**src/rtl/fpow_seq.sv**
```systemverilog
// fpow_seq: sequential integer power y = b^e mod 2^WIDTH.
// LSB-first square-and-multiply, one exponent bit per cycle.
module fpow_seq #(
  parameter int WIDTH = 8
) (
  input  logic             clk_i,
  input  logic             reset_i,
  input  logic             valid_i,
  output logic             ready_o,
  input  logic [WIDTH-1:0] base_i,
  input  logic [WIDTH-1:0] exp_i,
  output logic             valid_o,
  input  logic             ready_i,
  output logic [WIDTH-1:0] y_o,
  output logic             overflow_o
);

  typedef enum logic [1:0] {
    IDLE,
    RUN,
    DONE
  } state_t;

  state_t state_q, state_d;

  logic [WIDTH-1:0]   res_q;
  logic [WIDTH-1:0]   base_q;
  logic [WIDTH-1:0]   e_q;
  logic [WIDTH-1:0]   y_q;
  logic               res_ovf_q;
  logic               base_ovf_q;
  logic               ovf_q;

  logic [2*WIDTH-1:0] mul_p;
  logic [2*WIDTH-1:0] sq_p;
  logic [WIDTH-1:0]   res_n;
  logic               res_ovf_n;
  logic               last;
  logic               exp_zero;

  assign mul_p = {{WIDTH{1'b0}}, res_q} * {{WIDTH{1'b0}}, base_q};
  assign sq_p  = {{WIDTH{1'b0}}, base_q} * {{WIDTH{1'b0}}, base_q};

  // final RUN cycle is the one holding the top set exponent bit
  assign last     = ((e_q >> 1) == '0);
  assign exp_zero = (exp_i == '0);

  // base_ovf only matters once a multiply actually consumes that base
  always_comb begin
    res_n     = res_q;
    res_ovf_n = res_ovf_q;
    if (e_q[0]) begin
      res_n     = mul_p[WIDTH-1:0];
      res_ovf_n = res_ovf_q
                | (|mul_p[2*WIDTH-1:WIDTH])
                | base_ovf_q;
    end
  end

  always_ff @(posedge clk_i) begin
    if (reset_i) begin
      state_q <= IDLE;
    end else begin
      state_q <= state_d;
    end
  end

  always_comb begin
    state_d = state_q;
    ready_o = 1'b0;
    valid_o = 1'b0;
    unique case (state_q)
      IDLE: begin
        ready_o = 1'b1;
        if (valid_i) begin
          state_d = exp_zero ? DONE : RUN;
        end
      end
      RUN: begin
        if (last) begin
          state_d = DONE;
        end
      end
      DONE: begin
        valid_o = 1'b1;
        if (ready_i) begin
          state_d = IDLE;
        end
      end
      default: state_d = IDLE;
    endcase
  end

  always_ff @(posedge clk_i) begin
    if (reset_i) begin
      res_q      <= '0;
      base_q     <= '0;
      e_q        <= '0;
      res_ovf_q  <= 1'b0;
      base_ovf_q <= 1'b0;
      y_q        <= '0;
      ovf_q      <= 1'b0;
    end else begin
      case (state_q)
        IDLE: begin
          if (valid_i) begin
            res_q      <= {{(WIDTH-1){1'b0}}, 1'b1};
            base_q     <= base_i;
            e_q        <= exp_i;
            res_ovf_q  <= 1'b0;
            base_ovf_q <= 1'b0;
            if (exp_zero) begin
              y_q   <= {{(WIDTH-1){1'b0}}, 1'b1};
              ovf_q <= 1'b0;
            end
          end
        end
        RUN: begin
          res_q      <= res_n;
          res_ovf_q  <= res_ovf_n;
          base_q     <= sq_p[WIDTH-1:0];
          base_ovf_q <= base_ovf_q | (|sq_p[2*WIDTH-1:WIDTH]);
          e_q        <= e_q >> 1;
          if (last) begin
            y_q   <= res_n;
            ovf_q <= res_ovf_n;
          end
        end
        default: ;
      endcase
    end
  end

  // result registers hold their value outside DONE
  assign y_o        = y_q;
  assign overflow_o = ovf_q;

endmodule

```
**config.mk**
```make
export PLATFORM = sky130hd
export DESIGN_NAME = fpow_seq
export DESIGN_NICKNAME = d
export VERILOG_FILES = /design/src/rtl/fpow_seq.sv
export SDC_FILE = /design/constraint.sdc
export NUM_CORES = 1
export LEC_CHECK = 0
export BUFFER_PORTS_ARGS = -buffer_cell sky130_fd_sc_hd__buf_2
export CORE_ASPECT_RATIO = 1.75
export CORE_MARGIN = 2
export CORE_UTILIZATION = 50
export DETAILED_ROUTE_END_ITERATION = 10
export GPL_TIMING_DRIVEN = 0
export MAX_ROUTING_LAYER = met4
export PLACE_DENSITY = 0.67
export RECOVER_POWER = 50
export SLEW_MARGIN = 20
export SYNTH_ARGS = -nofsm -noshare
export SYNTH_HDL_FRONTEND = slang
export SYNTH_SLANG_ARGS = --single-unit
```
**constraint.sdc**
```tcl
create_clock -name clk_i -period 5.55 [get_ports clk_i]
set_input_delay 0.2775 -clock clk_i [delete_from_list [all_inputs] [get_ports clk_i]]
set_output_delay 0.2775 -clock clk_i [all_outputs]
set_load 0.005 [all_outputs]
```
==> impl_results.md <==
* RSZ-0062 raised after global routing: false
* Synth top cells by count: inv_1, ha_1, nand2_1, fa_1, and2_1
* First-pass GRT wire length at 21.3 mm
* Drt wl/cell at 15.2 um
* Yosys cell types at 45
* Synth warn at 0
* Rows at 49
* Leak at 2.85 nW
* Top-count cell post-synth: inv_1
* Post-synthesis async set-or-reset flop share at 0
* Pwr Total at 1.05 mW
* Initial core utilization at 0.516
* Die Width at 81.9 um
* Worst VDD drop at 0.180 mV
* Yosys reg bits at 37
* Synth area leaders: fa_1, ha_1, dfxtp_1, inv_1, and2_1
* CP Launch Type: flip-flop
* Number of vias per cell at 5.55
* Hold depth at 3
* Seq/Total Area, Yosys at 0.139
* Kind of critical path: flip-flop to flip-flop
* Fin. Hold Viols at 0
* DRC at 0
* Req. time, crit path at 5.71 ns
* H-tree level count at 2
* Vias in the first global route at 4671
* Post-DP HPWL at 10.4 mm
* Layout cell share with drive strength beyond 1 at 0.0587
* Post-synth EDFFs at 0
* MaxCap Viol Count at 0
* Clock buffer depth at 2
* Clk_skew at 0.00497 ns
* Slew @ Worst Pin at 0.915 ns
* Tcrit/Tclk final at 0.935
* Initial drt markers at 141
* Port bufs at 29
* CP max stage delay at 0.58 ns
* Pre-CTS setup slack at -0.156 ns
* Post-route setup slack at 0.362 ns
* Power Dens Cells at 181 nW/um^2
* Syn Inst Count at 645
* Setup Viol. Count Final at 0
* Top cell type's share of synthesized area at 0.234
* Die ar. at 11500 sq um
* Slew HR at 0.385
* Pins Over Slew Limit at 0
* Syn nets at 791
* Avg Cell Area, Syn at 8.24 sq um
* Antenna Cells at 0
* 1st-pass router iterations at 5
* CP endpoint kind: flip-flop
* Final Wtd Congestion at 0.856
* Worst-path maximum fanout at 10
* Status: completed
* R2r setup slk at 0.36 ns
* Layout area overhead at 8.90%
* I/O pin count at 31
* WP data arrival at 5.35 ns
* WL final at 12.3 mm
* Synthesized area at 5320 sq um
* Worst min-delay path category: primary input to flip-flop
* Routed Antenna Nets at 0
* Synth area leader: fa_1
* Nets at 826
* Minimum clock period after layout at 5.19 ns
* Die height at 140 um
* CTS tree: yes
* Largest net degree at the start of global routing at 14
* F_max at 193 MHz
* Most used DFF post-synth: dfxtp_1
* Total GRT Usage at 0.238
* GRT overflow at 0
* Routed vias at 4482
* Total CTS buffers at 5
* Setup TNS at 0 ns
* CP cell instances: clkbuf_2 > nand2_1 > fa_1 > xnor2_1 > xnor2_1 > fa_1 > inv_1 > fa_1 > inv_1 > ha_1 > inv_1 > o21bai_1 > a2111o_1 > and2_1 > xor2_1 > or4_1 > o31a_1
* Slowest-stage cell, CP: fa_1
* Antenna violations before repair at 0
* Clk Latency, worst-skew pair at 0.28 ns
* Clock transition at path regs at 0.06 ns
* CTS sink count at 37
* R2R depth at 17
* Core footprint at 10300 sq um
* Root Driver: clkbuf_16
## cell type report
cell class / count / area (sq um)
inverters: 100 / 375
flip-flops and latches: 37 / 743
well taps: 127 / 159
clock inverters: 3 / 43.8
plain buffers: 28 / 113
clock buffers: 5 / 125
repair buffers: 29 / 133
fillers: 995 / 4510
multi-input cells: 479 / 4100
## per-layer routing
| layer | part of all wire | vias up | GRT usage |
|---|---|---|---|
| met1 | 0.39 | 2190 | 0.272 |
| met2 | 0.55 | 93 | 0.430 |
| met3 | 0.027 | 25 | 0.0200 |
| met4 | 0.032 | 0 | 0.0728 |
| li1 | - | 2174 | - |
| met5 | 0 | - | - |
## sequential cells by signal (all words and copies together), names as in the netlist
name        cells
e_q             8
res_ovf_q       1
y_o             8
base_q          8
base_ovf_q      1
state_q         2
res_q           8
overflow_o      1
## cells in the final DEF (no fill, tap or decap), types with 5 or more instances in the layout
cell type	netlist	final
a211oi_1	21	21
a21o_1	7	7
a21oi_1	36	36
and2_1	59	59
buf_2	0	19
clkbuf_1	28	32
clkbuf_16	0	5
clkbuf_2	0	6
dfxtp_1	37	35
fa_1	62	62
ha_1	64	64
inv_1	100	100
mux2i_1	16	16
nand2_1	64	64
nor2_1	48	48
nor2b_1	7	7
nor3_1	12	12
o21ai_0	16	17
xnor2_1	12	12
## report_power, final
group	switching [mW]	internal (mW)	total [mW]
Combinational	0.242	0.156	0.398
Sequential	0.0330	0.289	0.322
Clock	0.114	0.213	0.327
Total	0.389	0.657	1.05
## per-stage QoR
| stage | std cells | utilization | area, sq um | hold WS, ns |
|---|---|---|---|---|
| after floorplan | 645 | - | 5320 | 0.425 |
| after global placement | 801 | 0.546 | 5620 | 0.439 |
| after detailed placement | 801 | 0.546 | 5620 | 0.441 |
| after CTS | 808 | 0.562 | 5790 | 0.278 |
| after global routing | 808 | 0.562 | 5790 | 0.297 |
| final | 808 | 0.562 | 5790 | 0.282 |
## repair_timing
action / CTS / global route
setup buffers: 0 / 0
hold buffers: 0 / 0
endpoints found under the setup margin: 3 / 3
endpoints found under the hold margin: 0 / 0
resized for setup: 1 / 14
## critical path: cells and delay by family (launching register included)
kind,cells,cell delay [ns]
AOI/OAI and AO/OA,3,0.84
buffers and inverters,4,0.48
xor gates and xnor gates,3,0.39
and+or+nand+nor,3,0.84
DFF,1,0.51
adders and majority gates,4,1.99
## path summary, 6_finish.rpt
check | startpoint | to
worst max register to register | base_q[6]$_SDFFE_PP0P_ | base_ovf_q$_SDFFE_PP0P_
worst min-delay path | base_i[0] | base_q[0]$_SDFFE_PP0P_
worst max-delay path | base_q[6]$_SDFFE_PP0P_ | base_ovf_q$_SDFFE_PP0P_
worst min register to register | y_o[4]$_SDFFE_PP0P_ | y_o[4]$_SDFFE_PP0P_
## cells by family (layout without fill, tap and decap cells)
family | count (synthesis) | count (layout) | synth area share
AOI/OAI and AO/OA | 111 | 111 | 0.137
xor gates and xnor gates | 16 | 16 | 0.0264
adders and majority gates | 126 | 126 | 0.384
buffers and inverters | 129 | 165 | 0.0911
DFF | 37 | 37 | 0.139
muxes | 16 | 16 | 0.0301
and+or+nand+nor | 210 | 210 | 0.192
(Power assumes the default switching activity.)
